`src/rtl/mem_port_arbiter_if.sv`:
```
// Bus bundle joining the rv32i fetch and load/store requesters, the port arbiter and the shared memory.
// The arbiter takes the slave view; the core and memory side take the master view.
interface mem_port_arbiter_if;
    logic        if_req_valid;
    logic [31:0] if_req_addr;
    logic        if_req_ready;
    logic        if_resp_valid;
    logic [31:0] if_resp_data;

    logic        d_req_valid;
    logic        d_req_we;
    logic [31:0] d_req_addr;
    logic [31:0] d_req_wdata;
    logic [3:0]  d_req_wstrb;
    logic        d_req_ready;
    logic        d_resp_valid;
    logic [31:0] d_resp_data;

    logic        mem_req_valid;
    logic        mem_req_ready;
    logic [31:0] mem_addr;
    logic        mem_we;
    logic [31:0] mem_wdata;
    logic [3:0]  mem_wstrb;
    logic        mem_rvalid;
    logic [31:0] mem_rdata;

    modport slave (
        input  if_req_valid, if_req_addr,
        output if_req_ready, if_resp_valid, if_resp_data,
        input  d_req_valid, d_req_we, d_req_addr, d_req_wdata, d_req_wstrb,
        output d_req_ready, d_resp_valid, d_resp_data,
        output mem_req_valid, mem_addr, mem_we, mem_wdata, mem_wstrb,
        input  mem_req_ready, mem_rvalid, mem_rdata
    );

    modport master (
        output if_req_valid, if_req_addr,
        input  if_req_ready, if_resp_valid, if_resp_data,
        output d_req_valid, d_req_we, d_req_addr, d_req_wdata, d_req_wstrb,
        input  d_req_ready, d_resp_valid, d_resp_data,
        input  mem_req_valid, mem_addr, mem_we, mem_wdata, mem_wstrb,
        output mem_req_ready, mem_rvalid, mem_rdata
    );
endinterface

```
`src/rtl/mem_port_arbiter.sv`:
```
// Shares one single-ported memory between instruction fetch and load/store, one transaction at a time,
// with data priority limited by a streak counter and a watchdog that answers for a silent memory.
module mem_port_arbiter #(
    parameter int MAX_DATA_STREAK = 4,
    parameter int TIMEOUT         = 64
) (
    input  logic              clk,
    input  logic              rst_n,
    mem_port_arbiter_if.slave bus,
    output logic              busy,
    output logic              timeout_err
);
    localparam int SW = $clog2(MAX_DATA_STREAK + 1);
    localparam int TW = (TIMEOUT > 1) ? $clog2(TIMEOUT) : 1;
    localparam logic [SW-1:0] STREAK_MAX = SW'(MAX_DATA_STREAK);
    localparam logic [TW-1:0] WD_LAST    = TW'(TIMEOUT - 1);

    typedef enum logic [1:0] {
        S_IDLE,
        S_ISSUE,
        S_WAIT
    } state_t;

    state_t        state;
    state_t        next_state;
    logic [SW-1:0] streak;
    logic [TW-1:0] wd_count;
    logic          owner_data;
    logic          grant_d;
    logic          grant_f;
    logic          resp_ok;
    logic          resp_to;
    logic [31:0]   resp_data;

    always_ff @(posedge clk or negedge rst_n) begin
        if (!rst_n) begin
            state <= S_IDLE;
        end else begin
            state <= next_state;
        end
    end

    // Fetch only wins a contended IDLE cycle once data has used up its streak.
    always_comb begin
        next_state = state;
        grant_d    = 1'b0;
        grant_f    = 1'b0;
        resp_ok    = 1'b0;
        resp_to    = 1'b0;
        case (state)
            S_IDLE: begin
                if (bus.d_req_valid && (!bus.if_req_valid || streak != STREAK_MAX)) begin
                    grant_d = 1'b1;
                end else if (bus.if_req_valid) begin
                    grant_f = 1'b1;
                end
                if (grant_d || grant_f) begin
                    next_state = S_ISSUE;
                end
            end
            S_ISSUE: begin
                if (bus.mem_req_ready) begin
                    next_state = S_WAIT;
                end
            end
            S_WAIT: begin
                if (bus.mem_rvalid) begin
                    resp_ok    = 1'b1;
                    next_state = S_IDLE;
                end else if (TIMEOUT > 0 && wd_count == WD_LAST) begin
                    resp_to    = 1'b1;
                    next_state = S_IDLE;
                end
            end
            default: next_state = S_IDLE;
        endcase
    end

    assign bus.if_req_ready  = grant_f;
    assign bus.d_req_ready   = grant_d;
    assign bus.mem_req_valid = (state == S_ISSUE);
    assign busy              = (state != S_IDLE);
    assign resp_data         = (resp_ok && !bus.mem_we) ? bus.mem_rdata : 32'h0;

    // Stores and watchdog aborts report zero data.
    always_ff @(posedge clk or negedge rst_n) begin
        if (!rst_n) begin
            streak            <= '0;
            wd_count          <= '0;
            owner_data        <= 1'b0;
            bus.mem_addr      <= 32'h0;
            bus.mem_we        <= 1'b0;
            bus.mem_wdata     <= 32'h0;
            bus.mem_wstrb     <= 4'h0;
            bus.if_resp_valid <= 1'b0;
            bus.if_resp_data  <= 32'h0;
            bus.d_resp_valid  <= 1'b0;
            bus.d_resp_data   <= 32'h0;
            timeout_err       <= 1'b0;
        end else begin
            bus.if_resp_valid <= 1'b0;
            bus.d_resp_valid  <= 1'b0;

            if (grant_d) begin
                owner_data    <= 1'b1;
                bus.mem_addr  <= bus.d_req_addr;
                bus.mem_we    <= bus.d_req_we;
                bus.mem_wdata <= bus.d_req_we ? bus.d_req_wdata : 32'h0;
                bus.mem_wstrb <= bus.d_req_we ? bus.d_req_wstrb : 4'h0;
                if (bus.if_req_valid && streak != STREAK_MAX) begin
                    streak <= streak + SW'(1);
                end
            end

            if (grant_f) begin
                owner_data    <= 1'b0;
                bus.mem_addr  <= bus.if_req_addr;
                bus.mem_we    <= 1'b0;
                bus.mem_wdata <= 32'h0;
                bus.mem_wstrb <= 4'h0;
                streak        <= '0;
            end

            if (state == S_ISSUE && bus.mem_req_ready) begin
                wd_count <= '0;
            end else if (state == S_WAIT) begin
                wd_count <= wd_count + TW'(1);
            end

            if (resp_ok || resp_to) begin
                if (owner_data) begin
                    bus.d_resp_valid <= 1'b1;
                    bus.d_resp_data  <= resp_data;
                end else begin
                    bus.if_resp_valid <= 1'b1;
                    bus.if_resp_data  <= resp_data;
                end
            end

            if (resp_to) begin
                timeout_err <= 1'b1;
            end
        end
    end
endmodule

```
`src/flat_wrapper.sv`:
```
// flat-port wrapper written by rule: the top's interface ports become plain ports
module mem_port_arbiter_flat 
#(
    parameter int MAX_DATA_STREAK = 4,
    parameter int TIMEOUT         = 64
)
  (clk, rst_n, busy, timeout_err, bus_if_req_valid, bus_if_req_addr, bus_if_req_ready, bus_if_resp_valid, bus_if_resp_data, bus_d_req_valid, bus_d_req_we, bus_d_req_addr, bus_d_req_wdata, bus_d_req_wstrb, bus_d_req_ready, bus_d_resp_valid, bus_d_resp_data, bus_mem_req_valid, bus_mem_addr, bus_mem_we, bus_mem_wdata, bus_mem_wstrb, bus_mem_req_ready, bus_mem_rvalid, bus_mem_rdata);
  mem_port_arbiter_if bus_i ();
  input  logic clk;
  input  logic rst_n;
  output logic busy;
  output logic timeout_err;
  input wire logic [$bits(bus_i.if_req_valid)-1:0] bus_if_req_valid;
  input wire logic [$bits(bus_i.if_req_addr)-1:0] bus_if_req_addr;
  output wire logic [$bits(bus_i.if_req_ready)-1:0] bus_if_req_ready;
  output wire logic [$bits(bus_i.if_resp_valid)-1:0] bus_if_resp_valid;
  output wire logic [$bits(bus_i.if_resp_data)-1:0] bus_if_resp_data;
  input wire logic [$bits(bus_i.d_req_valid)-1:0] bus_d_req_valid;
  input wire logic [$bits(bus_i.d_req_we)-1:0] bus_d_req_we;
  input wire logic [$bits(bus_i.d_req_addr)-1:0] bus_d_req_addr;
  input wire logic [$bits(bus_i.d_req_wdata)-1:0] bus_d_req_wdata;
  input wire logic [$bits(bus_i.d_req_wstrb)-1:0] bus_d_req_wstrb;
  output wire logic [$bits(bus_i.d_req_ready)-1:0] bus_d_req_ready;
  output wire logic [$bits(bus_i.d_resp_valid)-1:0] bus_d_resp_valid;
  output wire logic [$bits(bus_i.d_resp_data)-1:0] bus_d_resp_data;
  output wire logic [$bits(bus_i.mem_req_valid)-1:0] bus_mem_req_valid;
  output wire logic [$bits(bus_i.mem_addr)-1:0] bus_mem_addr;
  output wire logic [$bits(bus_i.mem_we)-1:0] bus_mem_we;
  output wire logic [$bits(bus_i.mem_wdata)-1:0] bus_mem_wdata;
  output wire logic [$bits(bus_i.mem_wstrb)-1:0] bus_mem_wstrb;
  input wire logic [$bits(bus_i.mem_req_ready)-1:0] bus_mem_req_ready;
  input wire logic [$bits(bus_i.mem_rvalid)-1:0] bus_mem_rvalid;
  input wire logic [$bits(bus_i.mem_rdata)-1:0] bus_mem_rdata;
  assign bus_i.if_req_valid = bus_if_req_valid;
  assign bus_i.if_req_addr = bus_if_req_addr;
  assign bus_if_req_ready = bus_i.if_req_ready;
  assign bus_if_resp_valid = bus_i.if_resp_valid;
  assign bus_if_resp_data = bus_i.if_resp_data;
  assign bus_i.d_req_valid = bus_d_req_valid;
  assign bus_i.d_req_we = bus_d_req_we;
  assign bus_i.d_req_addr = bus_d_req_addr;
  assign bus_i.d_req_wdata = bus_d_req_wdata;
  assign bus_i.d_req_wstrb = bus_d_req_wstrb;
  assign bus_d_req_ready = bus_i.d_req_ready;
  assign bus_d_resp_valid = bus_i.d_resp_valid;
  assign bus_d_resp_data = bus_i.d_resp_data;
  assign bus_mem_req_valid = bus_i.mem_req_valid;
  assign bus_mem_addr = bus_i.mem_addr;
  assign bus_mem_we = bus_i.mem_we;
  assign bus_mem_wdata = bus_i.mem_wdata;
  assign bus_mem_wstrb = bus_i.mem_wstrb;
  assign bus_i.mem_req_ready = bus_mem_req_ready;
  assign bus_i.mem_rvalid = bus_mem_rvalid;
  assign bus_i.mem_rdata = bus_mem_rdata;
  mem_port_arbiter #(.MAX_DATA_STREAK(MAX_DATA_STREAK), .TIMEOUT(TIMEOUT)) u_core (.clk(clk), .rst_n(rst_n), .bus(bus_i), .busy(busy), .timeout_err(timeout_err));
endmodule
```
`config.mk`:
```
export PLATFORM = sky130hd
export DESIGN_NAME = mem_port_arbiter_flat
export DESIGN_NICKNAME = d
export VERILOG_FILES = /design/src/rtl/mem_port_arbiter_if.sv /design/src/rtl/mem_port_arbiter.sv /design/src/flat_wrapper.sv
export SDC_FILE = /design/constraint.sdc
export NUM_CORES = 1
export LEC_CHECK = 0
export ABC_AREA = 1
export CAP_MARGIN = 5
export CORE_ASPECT_RATIO = 2
export CORE_MARGIN = 2
export CORE_UTILIZATION = 25
export DETAILED_ROUTE_END_ITERATION = 7
export PLACE_DENSITY = 0.6
export SLEW_MARGIN = 20
export SYNTH_ARGS = -nofsm -noshare
export SYNTH_HDL_FRONTEND = slang
export SYNTH_SLANG_ARGS = --single-unit
```
`constraint.sdc`:
```
create_clock -name clk -period 1.7 [get_ports clk]
set_input_delay 0.17 -clock clk [delete_from_list [all_inputs] [get_ports clk]]
set_output_delay 0.17 -clock clk [all_outputs]
set_load 0.005 [all_outputs]
```
==> results.env, run 1 <==
DPL_WORST_SLACK_NS=-0.1010
OUTCOME='finished clean'
TOTAL_OF_BUFFERS_PLACED_ON_INPUT_AND_OUTPUT_PORTS=278
WIRELENGTH_MICRONS=23680
FINAL_COUNT_OF_HOLD_TIMING_VIOLATIONS=0
INITIAL_CORE_UTILIZATION_PCT=25.28
GLOBALROUTEOVERFLOWTOTAL=0
MET3WIRELENGTH_MICRONS=1029
RSZ0062_AT_GRT='yes'
SETUP_WS_NS=0.06157
ROUTED-VIA-COUNT=6242
DP_HPWL_MICRONS=16690
FINALCLOCKSKEW_NS=0.01052
CAP_VIOLATIONS=0
DIE_W_MICRONS=119.0
DIEAREA_SQ_MM=0.02786
MET2_LENGTH_MICRONS=13130
CLK_LATENCY_NS=0.44
VIA_COUNT_OF_THE_FIRST_GLOBAL_ROUTING_PASS=6468
FILLERS=2559
FINAL_ANTENNA_NET_COUNT=0
VIASPERCELL=4.402
NETS=1203
MOST_AREA_CONSUMING_CELLS_AFTER_SYNTHESIS='sky130_fd_sc_hd__dfrtp_1, sky130_fd_sc_hd__nand2_1, sky130_fd_sc_hd__nand4_1'
FIN_HOLD_WS_NS=0.1883
CLOCK_TREE.BUFFER_DEPTH=2
SYNTH.TOP_CELL.AREA_SHARE_PCT=55.98
CLKTRANSATPATHREGS_NS=0.06
CLOCK-SINKS=148
YS_SEQ_ELEMENTS=148
UTILIZATION_PCT=40.94
SYN-MEAN-INSTANCE-AREA_SQ_UM=8.537
REPORT.FINAL.SLEW_VIOL_COUNT=0
DRT-PASS1-ITER-COUNT=5
AVGROUTEDWIREPERCELL_MICRONS=16.70
FINALSETUPVIOLCOUNT=0
CP_DATA_ARRIVAL_TIME_NS=1.47
SYN-INSTANCE-COUNT=775
FINAL_LAYOUT_SIZE_SUFFIX_GT1_SHARE_PCT=9.683
COREAREA_SQ_MM=0.02617
CRIT_PATH_CELL_TRACE='inv_4, buf_6, buf_4, nor2_2, clkdlybuf4s15_2'
POST-ROUTE-MIN-PERIOD_NS=1.638
SYNTH_TOP_CELL_BY_AREA='sky130_fd_sc_hd__dfrtp_1'
CLOCK-ROOT-BUFFER='sky130_fd_sc_hd__clkbuf_16'
TIGHTEST_SLEW_NS=0.4099
MAX_FREQ_MHz=610.3
SYNTH_AREA_SQ_MM=0.006616
NUMBER_OF_STANDARD_CELL_ROWS_IN_THE_FLOORPLAN=84
ANTENNA_FOUND_INITIAL=0
YS_TYPES=24
POWER.STATIC_LEAKAGE_nW=5.222
LAYOUT-AREA-OVERHEAD-VS-SYNTH_PCT=61.91
CRITICAL_PATH_REQUIRED_NS=1.53
NUMBER_OF_CTS_INSERTED_BUFFERS=17
GRT_START_MAX_NET_PINS=66
TIMING.CRITICAL_PATH.BUF_INV=4
DIE_H_MICRONS=234.1
CP_MAX_FO=3
SYN-NUM-NETS=917
ROUTE.LAYER.MET1.WL_MICRONS=8836
DETAILED_PLACE.AREA_SQ_MM=0.009892
DRT_FIRST_ITER_VIOLATIONS=290
GRT_USE_TOTAL_PCT=17.05
YOSYSWARNINGS=0
TIMING.CRITICAL_PATH.FROM_TYPE='register'
MIN-DELAY-PATH-CLASS='input pin to async pin'
TOP_SIG_LAYER='met4'
WORSTSETUPPATHTYPE='register to output port'
GLOBAL_ROUTE_WIRE_LENGTH_BEFORE_REPAIR_MICRONS=36170
FINALWEIGHTEDCONGESTION=0.7820
SETUP.WORST_PATH.END_CLASS='output port'
TIMING.CRITICAL_PATH.MAX_DELAY_FAMILY='buffers and inverters'
FINALCRITPERIODSHARE_PCT=96.38
REG2REGPATHDEPTH=10
PATH_DEPTH=5
DRT_DRC_VIOLATIONS_LEFT=0
POWER-PER-CELL-AREA_mW_PER_MM2=1681
YOSYSSEQAREASHARE_PCT=55.98
TIMING.SLEW.HEADROOM_PCT=72.68
CRIT_PATH_MAX_INCR_DELAY_NS=0.37
FINALINSTANCEAREA_SQ_MM=0.01071
TRITONCTS_CLOCK_TREE='yes'
NUM_IO_PINS=279
DIODES=0
MAX_STAGE_DELAY_CELL_WORST_PATH='sky130_fd_sc_hd__dfrtp_1'
MAX-VDD-IR-DROP_mV=0.9336
CTS-HTREE-LEVELS=4
-- layout make-up --
cell class	count	area [sq um]	area share (%)
multi-input cells	520	2462	22.99
clock buffers	21	470.5	4.391
repair buffers	321	3291	30.72
clock inverters	11	148.9	1.390
flip-flops and latches	148	3704	34.57
well taps	344	430.4	4.018
inverters	53	206.4	1.927
-- power breakdown --
part	total, mW	switching (mW)	leakage, nW	internal (mW)
clock network	4.02	1.59	0.296	2.43
registers	5.99	0.909	1.92	5.08
logic	8.00	3.74	3.01	4.26
-- final timing paths --
kind,startpoint,slack (ns),endpoint
worst max register to register,u_core.state[0],0.11,u_core.bus.d_resp_data[28]
max in group asynchronous,rst_n,0.87,u_core.bus.mem_addr[2]
worst min register to register,u_core.bus.if_resp_data[1],0.47,u_core.bus.if_resp_data[1]
worst min-delay path,rst_n,0.19,u_core.bus.if_resp_data[21]
min in group clk,bus_d_req_wdata[26],0.27,u_core.bus.mem_wdata[26]
worst max-delay path,u_core.state[0],0.06,bus_mem_req_valid
-- per-layer routing --
layer,track usage [%],up-vias
met3,3.842,33
met5,0,-
met4,7.552,0
met2,31.73,176
met1,18.22,2942
li1,-,3091
-- cells by family (layout without fill, tap and decap cells) --
group | count (synthesis) | in the layout | share of synthesized area, %
AND/OR/NAND/NOR | 502 | 502 | 34.70
flip-flops | 148 | 148 | 55.98
buffers and inverters | 107 | 406 | 7.451
AO/OA/AOI/OAI | 14 | 14 | 1.172
adder cells (fa/ha/maj) | 3 | 3 | 0.5674
XOR/XNOR | 1 | 1 | 0.1324
-- state kept, by name, indices dropped and copies added, names as in the netlist --
name / cells
u_core.bus.mem_wdata: 32
u_core.bus.if_resp_valid: 1
u_core.owner_data: 1
u_core.bus.d_resp_data: 32
u_core.wd_count: 6
u_core.bus.if_resp_data: 32
u_core.bus.mem_we: 1
u_core.timeout_err: 1
u_core.bus.d_resp_valid: 1
u_core.bus.mem_addr: 32
u_core.state: 2
u_core.streak: 3
u_core.bus.mem_wstrb: 4
-- synthesized netlist by cell type --
master / count
sky130_fd_sc_hd__a21oi_1: 3
sky130_fd_sc_hd__buf_1: 6
sky130_fd_sc_hd__buf_2: 19
sky130_fd_sc_hd__buf_4: 12
sky130_fd_sc_hd__buf_6: 3
sky130_fd_sc_hd__clkbuf_1: 14
sky130_fd_sc_hd__clkinv_1: 1
sky130_fd_sc_hd__dfrtp_1: 148
sky130_fd_sc_hd__ha_1: 3
sky130_fd_sc_hd__inv_1: 45
sky130_fd_sc_hd__inv_2: 7
sky130_fd_sc_hd__nand2_1: 314
sky130_fd_sc_hd__nand2_2: 6
sky130_fd_sc_hd__nand3_1: 74
sky130_fd_sc_hd__nand3_2: 1
sky130_fd_sc_hd__nand3b_1: 32
sky130_fd_sc_hd__nand4_1: 65
sky130_fd_sc_hd__nor2_1: 6
sky130_fd_sc_hd__nor2_2: 1
sky130_fd_sc_hd__nor2_4: 1
sky130_fd_sc_hd__o21ai_0: 8
sky130_fd_sc_hd__o31ai_1: 3
sky130_fd_sc_hd__or2_2: 2
sky130_fd_sc_hd__xnor2_1: 1
-- repair_timing --
action,in CTS,in global routing
hold buffers,1,0
gates resized for setup,24,5
hold endpoints to repair,97,0
setup buffers,8,4
gates cloned,0,2
endpoints found under the setup margin,3,92
pin swaps,4,4
-- cells in the final DEF (no fill, tap or decap), drive strengths merged --
master,n
dlymetal6s2s,1
dlygate4sd3,1
nor2,8
clkbuf,24
ha,3
clkdlybuf4s50,273
inv,54
xnor2,1
bufinv,3
dfrtp,148
buf,42
nand4,65
o31ai,3
clkinv,4
nand2,320
nand3b,32
nand3,75
a21oi,3
or2,2
clkinvlp,3
clkdlybuf4s15,1
o21ai,8
-- metrics by stage --
step | power [mW] | setup TNS (ns) | instances
after floorplan | 8.914 | 0 | 775
after global placement | 13.69 | -1.430 | 1372
after detailed placement | 13.77 | -2.487 | 1372
after CTS | 18.11 | 0 | 1413
after global routing | 19.27 | -0.1183 | 1418
final | 18.01 | 0 | 1418
No activity file was read; power rests on OpenSTA's default activity.
==> run 2: changes to the inputs <==
Settings changed: CORE_MARGIN 2 to unset.
==> run 2 against run 1 <==
Effect of this change: critical endpoint is now bus_d_req_ready; first-iteration DRC count grew 14%; worst setup slack gained 0.025 ns; highest routed layer unchanged; clock skew shrank 0.0037 ns.
==> results.env, run 2 (synthesis gave the netlist of run 1 again) <==
MIN-DELAY-PATH-CLASS='input pin to async pin'
TIMING.CRITICAL_PATH.FROM_TYPE='register'
CLKTRANSATPATHREGS_NS=0.07  # about the same
DIEAREA_SQ_MM=0.02716  # -2.5%
RSZ0062_AT_GRT='no'
CLOCK-ROOT-BUFFER='sky130_fd_sc_hd__clkbuf_16'
LAYOUT-AREA-OVERHEAD-VS-SYNTH_PCT=61.01
WORSTSETUPPATHTYPE='register to output port'
CRITICAL_PATH_REQUIRED_NS=1.53  # about the same
CP_MAX_FO=4  # +1
NUM_IO_PINS=279  # unchanged
SETUP.WORST_PATH.END_CLASS='output port'
VIASPERCELL=4.431  # +0.66%
DRT_FIRST_ITER_VIOLATIONS=332  # +14%
AVGROUTEDWIREPERCELL_MICRONS=16.15  # -3.3%
TIMING.CRITICAL_PATH.BUF_INV=3  # -1
REPORT.FINAL.SLEW_VIOL_COUNT=0  # unchanged
INITIAL_CORE_UTILIZATION_PCT=25.59  # +0.30 points
MOSTFREQUENTLAYOUTCELL='sky130_fd_sc_hd__nand2_1'
TIGHTEST_SLEW_NS=0.4601  # +0.05024 ns
CRIT_PATH_CELL_TRACE='inv_2, nand2_2, nor2_2, nand2_2, inv_2, buf_2'
MAX_FREQ_MHz=620.0  # +1.6%
CAP_VIOLATIONS=0  # unchanged
DETAILED_PLACE.AREA_SQ_MM=0.009899  # about the same
POWER.TOTAL_mW=17.80  # -1.2%
VIA_COUNT_OF_THE_FIRST_GLOBAL_ROUTING_PASS=6363  # -1.6%
AREA_USED_BY_MULTI_INPUT_COMBINATIONAL_LOGIC_SQ_MM=0.002460  # -0.10%
NUMBER_OF_CTS_INSERTED_BUFFERS=17  # unchanged
FINALWEIGHTEDCONGESTION=0.8022  # +2.6%
ANTENNA_FOUND_INITIAL=1  # +1
FINALINSTANCEAREA_SQ_MM=0.01065  # -0.56%
CLOCK-SINKS=148  # unchanged
WIRELENGTH_MICRONS=22820  # -3.7%
CLOCK_TREE.BUFFER_DEPTH=2  # unchanged
PATH_DEPTH=6  # +1
TRITONCTS_CLOCK_TREE='yes'
LAYOUT_COMMON_CELLS='sky130_fd_sc_hd__nand2_1, sky130_fd_sc_hd__clkdlybuf4s50_1, sky130_fd_sc_hd__dfrtp_1'
DIE_W_MICRONS=117.0  # -1.7%
CRIT_PATH_MAX_INCR_DELAY_NS=0.44  # +0.07 ns
NETS=1201  # -0.17%
GRT_START_MAX_NET_PINS=53  # -20%
DP_HPWL_MICRONS=16360  # -2.0%
FINAL_ANTENNA_NET_COUNT=0  # unchanged
TOTAL_OF_BUFFERS_PLACED_ON_INPUT_AND_OUTPUT_PORTS=278  # unchanged
POST-ROUTE-MIN-PERIOD_NS=1.613  # -0.02547 ns
FINALCLOCKSKEW_NS=0.006782  # -0.003742 ns
NUMBER_OF_STANDARD_CELL_ROWS_IN_THE_FLOORPLAN=83  # -1.2%
GLOBAL_ROUTE_WIRE_LENGTH_BEFORE_REPAIR_MICRONS=34980  # -3.3%
MAX-VDD-IR-DROP_mV=0.9206  # -1.4%
POWER-PER-CELL-AREA_mW_PER_MM2=1671  # -0.63%
CLK_LATENCY_NS=0.44  # about the same
TIMING.CRITICAL_PATH.MAX_DELAY_FAMILY='flip-flops'
DRT-PASS1-ITER-COUNT=4  # -1
MAX_STAGE_DELAY_CELL_WORST_PATH='sky130_fd_sc_hd__dfrtp_2'
ROUTED-VIA-COUNT=6261  # +0.30%
CP_DATA_ARRIVAL_TIME_NS=1.44  # -0.03 ns
DRT_DRC_VIOLATIONS_LEFT=0  # unchanged
DIE_H_MICRONS=232.1  # -0.85%
REG2REGPATHDEPTH=9  # -1
CTS-HTREE-LEVELS=4  # unchanged
TIMING.SLEW.HEADROOM_PCT=69.33  # -3.3 points
FINAL_LAYOUT_SIZE_SUFFIX_GT1_SHARE_PCT=9.701  # +0.018 points
GLOBALROUTEOVERFLOWTOTAL=0  # unchanged
COREAREA_SQ_MM=0.02586  # -1.2%
FILLERS=2517  # -1.6%
FINALSETUPVIOLCOUNT=0  # unchanged
REGISTER_AREA_SQ_MM=0.003705  # about the same
GRT_USE_TOTAL_PCT=17.56  # +0.51 points
FINALCRITPERIODSHARE_PCT=94.88  # -1.5 points
OUTCOME='finished clean'
POWER.STATIC_LEAKAGE_nW=5.199  # -0.44%
FINAL_COUNT_OF_HOLD_TIMING_VIOLATIONS=0  # unchanged
[run 2: cell types whose count changed in the layout (fill, tap and decap cells not counted), moves of 2 or more]
cell and change:
sky130_fd_sc_hd__inv_2 +2, sky130_fd_sc_hd__buf_12 +2, sky130_fd_sc_hd__nor2_2 +2, sky130_fd_sc_hd__inv_4 -2, sky130_fd_sc_hd__clkbuf_8 -2, sky130_fd_sc_hd__inv_8 +2, sky130_fd_sc_hd__clkbuf_16 -2
[run 2: what timing repair did]
item,in CTS,in global routing
setup buffers,9,5
pin swaps,5,2
gates resized for setup,19,7
hold buffers,1,0
endpoints found under the setup margin,4,114
hold endpoints to repair,36,0
[run 2: power breakdown]
part | internal (mW) | leakage [nW] | switching, mW | total (mW)
clock network | 2.37 | 0.297 | 1.62 | 3.99
logic | 4.17 | 2.99 | 3.61 | 7.79
registers | 5.09 | 1.92 | 0.938 | 6.02
[run 2: metrics by stage]
step                      utilization, %  setup WS (ns)  hold WS [ns]  setup TNS [ns]  instances
after floorplan                        -         0.2963       -0.1256               0        775
after global placement             38.28       0.007582        0.1389               0       1368
after detailed placement           38.28       -0.02144        0.1408        -0.02961       1368
after CTS                          41.04        0.01003        0.2286               0       1410
after global routing               41.20       0.001350        0.2431               0       1413
final                              41.20        0.08704        0.2238               0       1413
[run 2: final timing paths]
check                                           start  slack (ns)                         end
max                                   u_core.state[1]        0.09             bus_d_req_ready
min                                             rst_n        0.22    u_core.bus.mem_wdata[18]
max reg2reg                           u_core.state[1]        0.13    u_core.bus.mem_wdata[22]
min reg2reg                u_core.bus.d_resp_data[10]        0.47  u_core.bus.d_resp_data[10]
max in group asynchronous                       rst_n        0.87  u_core.bus.d_resp_data[21]
min in group clk                   bus_d_req_wstrb[1]        0.28     u_core.bus.mem_wstrb[1]
[run 2: worst register-to-register path, stage by stage, from the launching register on]
cell and delay, ns:
sky130_fd_sc_hd__dfrtp_2 0.44, sky130_fd_sc_hd__inv_2 0.10, sky130_fd_sc_hd__nand2_2 0.06, sky130_fd_sc_hd__nor2_2 0.14
sky130_fd_sc_hd__nand2_2 0.10, sky130_fd_sc_hd__inv_2 0.07, sky130_fd_sc_hd__buf_4 0.11, sky130_fd_sc_hd__buf_6 0.22
sky130_fd_sc_hd__nand3_1 0.17, sky130_fd_sc_hd__nand2_1 0.10
[run 2: final cells by class]
cell class | instances | share of cell area, %
Tap cell | 340 | 3.993
Multi-Input combinational cell | 520 | 23.09
Clock buffer | 18 | 4.123
Clock inverter | 14 | 1.656
Inverter | 53 | 1.891
Sequential cell | 148 | 34.78
Antenna cell | 1 | 0.02349
Timing Repair Buffer | 319 | 30.44
[run 2: layer usage]
| metal | vias to the layer above | wire length [microns] | GRT usage (%) |
|---|---|---|---|
| li1 | 3082 | - | - |
| met4 | 0 | 924 | 9.850 |
| met1 | 2937 | 8230 | 17.90 |
| met3 | 43 | 1023 | 3.681 |
| met2 | 199 | 12640 | 32.27 |
| met5 | - | 0 | 0 |
==> run 3: changes to the inputs <==
Settings changed: CORE_ASPECT_RATIO 2 to 0.9.
Clock period 1.7 ns to 1.6 ns, I/O delays scaled along.
==> run 3 against run 2 <==
Effect of this change: sequential share of layout area decreased by 0.21 points; wire length decreased by 4.0%; register-to-register slack got worse by 0.06 ns; hold slack got worse by 0.13 ns; critical path depth increased by 1; global-route usage decreased by 2.0 points; critical endpoint unchanged; sequential power increased by 5.8%.
==> results.env, run 3 (synthesis gave the netlist of run 1 again) <==
CTS-HTREE-LEVELS=4  # unchanged
GRT_USE_TOTAL_PCT=15.54  # -2.0 points
ROUTED-VIA-COUNT=6391  # +2.1%
POST-ROUTE-MIN-PERIOD_NS=1.597
CAP_VIOLATIONS=0  # unchanged
CLOCK-SINKS=148  # unchanged
CLK_LATENCY_NS=0.42  # -0.02 ns
VIASPERCELL=4.501  # +1.6%
INITIAL_CORE_UTILIZATION_PCT=25.45  # -0.13 points
MOSTFREQUENTLAYOUTCELL='sky130_fd_sc_hd__nand2_1'
DIE_H_MICRONS=156.3  # -33%
MAX_STAGE_DELAY_CELL_WORST_PATH='sky130_fd_sc_hd__dfrtp_1'
POWER-PER-CELL-AREA_mW_PER_MM2=1729  # +3.5%
FILLERS=2607  # +3.6%
MAX_FREQ_MHz=626.1
FIN_HOLD_WS_NS=0.08967  # -0.1341 ns
WORST-R2R-SETUP-SLACK_NS=0.07  # -0.06 ns
FINALCLOCKSKEW_NS=0.01017  # +0.003385 ns
GLOBALROUTEOVERFLOWTOTAL=0  # unchanged
NETS=1201  # unchanged
CLOCK-ROOT-BUFFER='sky130_fd_sc_hd__clkbuf_16'
WORST_R2R_ENDPOINT='u_core.bus.d_resp_data[1]'
DRT_DRC_VIOLATIONS_LEFT=0  # unchanged
REG2REGPATHDEPTH=9  # unchanged
AREA_USED_BY_MULTI_INPUT_COMBINATIONAL_LOGIC_SQ_MM=0.002482  # +0.92%
OUTCOME='finished clean'
TIMING.CRITICAL_PATH.FROM_TYPE='register'
AVGROUTEDWIREPERCELL_MICRONS=15.43  # -4.4%
TRITONCTS_CLOCK_TREE='yes'
RSZ0062_AT_GRT='yes'
DPL_WORST_SLACK_NS=-0.1341  # -0.1127 ns
DRT-PASS1-ITER-COUNT=4  # unchanged
SETUP.WORST_PATH.END_CLASS='output port'
ANTENNA_FOUND_INITIAL=0  # -1
CLKTRANSATPATHREGS_NS=0.07  # about the same
TIMING.CRITICAL_PATH.MAX_DELAY_FAMILY='flip-flops'
PATH_COMMON_CELL='sky130_fd_sc_hd__buf_6'
CRIT_PATH_CELL_TRACE='inv_2, ha_4, nand3_4, buf_6, nand2_4, inv_4, buf_6'
TIMING.CRITICAL_PATH.BUF_INV=4  # +1
FIN_TNS_SETUP_NS=0  # unchanged
REGISTER_AREA_SQ_MM=0.003704  # about the same
CP_MAX_FO=2  # -2
UTILIZATION_PCT=41.21  # about the same
CRIT_PATH_MAX_INCR_DELAY_NS=0.40  # -0.04 ns
FINAL_LAYOUT_SIZE_SUFFIX_GT1_SHARE_PCT=9.795  # +0.093 points
SETUP_WS_NS=0.002751  # -0.08429 ns
DIEAREA_SQ_MM=0.02712  # -0.14%
GLOBAL_ROUTE_WIRE_LENGTH_BEFORE_REPAIR_MICRONS=33310  # -4.8%
FINAL_COUNT_OF_HOLD_TIMING_VIOLATIONS=0  # unchanged
MIN-DELAY-PATH-CLASS='input pin to async pin'
WORSTSETUPPATHTYPE='register to output port'
WIRELENGTH_MICRONS=21910  # -4.0%
REPORT.FINAL.SLEW_VIOL_COUNT=0  # unchanged
MAX-VDD-IR-DROP_mV=0.6525  # -29%
TIGHTEST_SLEW_NS=0.4380  # -0.02207 ns
REGTOREGSTARTPOINT='u_core.wd_count[0]'
CLOCK_TREE.BUFFER_DEPTH=2  # unchanged
VIA_COUNT_OF_THE_FIRST_GLOBAL_ROUTING_PASS=6208  # -2.4%
GRT_START_MAX_NET_PINS=67  # +26%
FINAL_ANTENNA_NET_COUNT=0  # unchanged
FINALCRITPERIODSHARE_PCT=99.83
FINALSETUPVIOLCOUNT=0  # unchanged
LAYOUT-AREA-OVERHEAD-VS-SYNTH_PCT=61.91
CP_DATA_ARRIVAL_TIME_NS=1.44  # about the same
DRT_FIRST_ITER_VIOLATIONS=403  # +21%
DIE_W_MICRONS=173.5  # +48%
TIMING.SLEW.HEADROOM_PCT=70.80  # +1.5 points
NUM_IO_PINS=279  # unchanged
LAYOUT_COMMON_CELLS='sky130_fd_sc_hd__nand2_1, sky130_fd_sc_hd__clkdlybuf4s50_1, sky130_fd_sc_hd__dfrtp_1'
POWER.STATIC_LEAKAGE_nW=5.219  # +0.39%
POWER.TOTAL_mW=18.53  # +4.1%
TOTAL_OF_BUFFERS_PLACED_ON_INPUT_AND_OUTPUT_PORTS=278  # unchanged
DP_HPWL_MICRONS=14490  # -11%
DIODES=0  # -1
NUMBER_OF_STANDARD_CELL_ROWS_IN_THE_FLOORPLAN=56  # -33%
NUMBER_OF_CTS_INSERTED_BUFFERS=17  # unchanged
COREAREA_SQ_MM=0.02599  # +0.53%
FINALWEIGHTEDCONGESTION=0.7937  # -1.1%
CRITICAL_PATH_REQUIRED_NS=1.44  # -0.09 ns
==> run 3: cell types whose count changed in the layout (fill, tap and decap cells not counted), moves of 3 or more <==
| cell | change |
|---|---|
| sky130_fd_sc_hd__buf_4 | -6 |
| sky130_fd_sc_hd__buf_6 | +3 |
| sky130_fd_sc_hd__bufinv_16 | -3 |
| sky130_fd_sc_hd__clkbuf_16 | +4 |
| sky130_fd_sc_hd__inv_6 | +3 |
==> run 3: how the worst max path moves through the flow <==
stage,from,slack (ns),cells past startpoint,end
floorplan,u_core.streak[0],0.20,8,u_core.bus.mem_addr[10]
global placement,bus_if_req_valid,-0.15,8,u_core.bus.mem_wdata[13]
detailed placement,bus_if_req_valid,-0.13,8,u_core.bus.mem_wdata[20]
CTS,u_core.streak[1],-0.13,7,bus_if_req_ready
global route,u_core.streak[1],-0.07,7,bus_d_req_ready
finish,u_core.streak[1],0.003,7,bus_d_req_ready
==> run 3: per-stage QoR <==
stage / instances / instance area, sq um
after floorplan: 775 / 6616
after CTS: 1413 / 10530
after global placement: 1377 / 9917
after global routing: 1420 / 10710
final: 1420 / 10710
after detailed placement: 1377 / 9917
==> run 3: per-layer routing <==
metal	GRT usage [%]	part of all wire, %
met4	4.046	0.91
met5	0	0
met2	23.56	45
met3	6.560	10
met1	20.25	44
==> run 3: repair_timing <==
action,in CTS,in global routing
gates cloned,0,4
endpoints found under the setup margin,41,129
setup buffers,3,3
gates resized for setup,17,16
pin swaps,1,3
hold buffers,1,0
endpoints found under the hold margin,148,0
==> run 3: area by class of cell <==
class | instances | share of cell area, %
flip-flops and latches | 148 | 34.57
well taps | 348 | 4.064
clock buffers | 19 | 4.228
multi-input cells | 520 | 23.17
clock inverters | 13 | 1.039
inverters | 53 | 1.904
repair buffers | 319 | 31.02
==> run 3: where the power goes <==
group	leakage [nW]	total, mW	switching (mW)	internal [mW]
combinational	3.03	8.28	3.83	4.46
clock	0.271	3.87	1.75	2.12
sequential	1.92	6.37	0.973	5.40
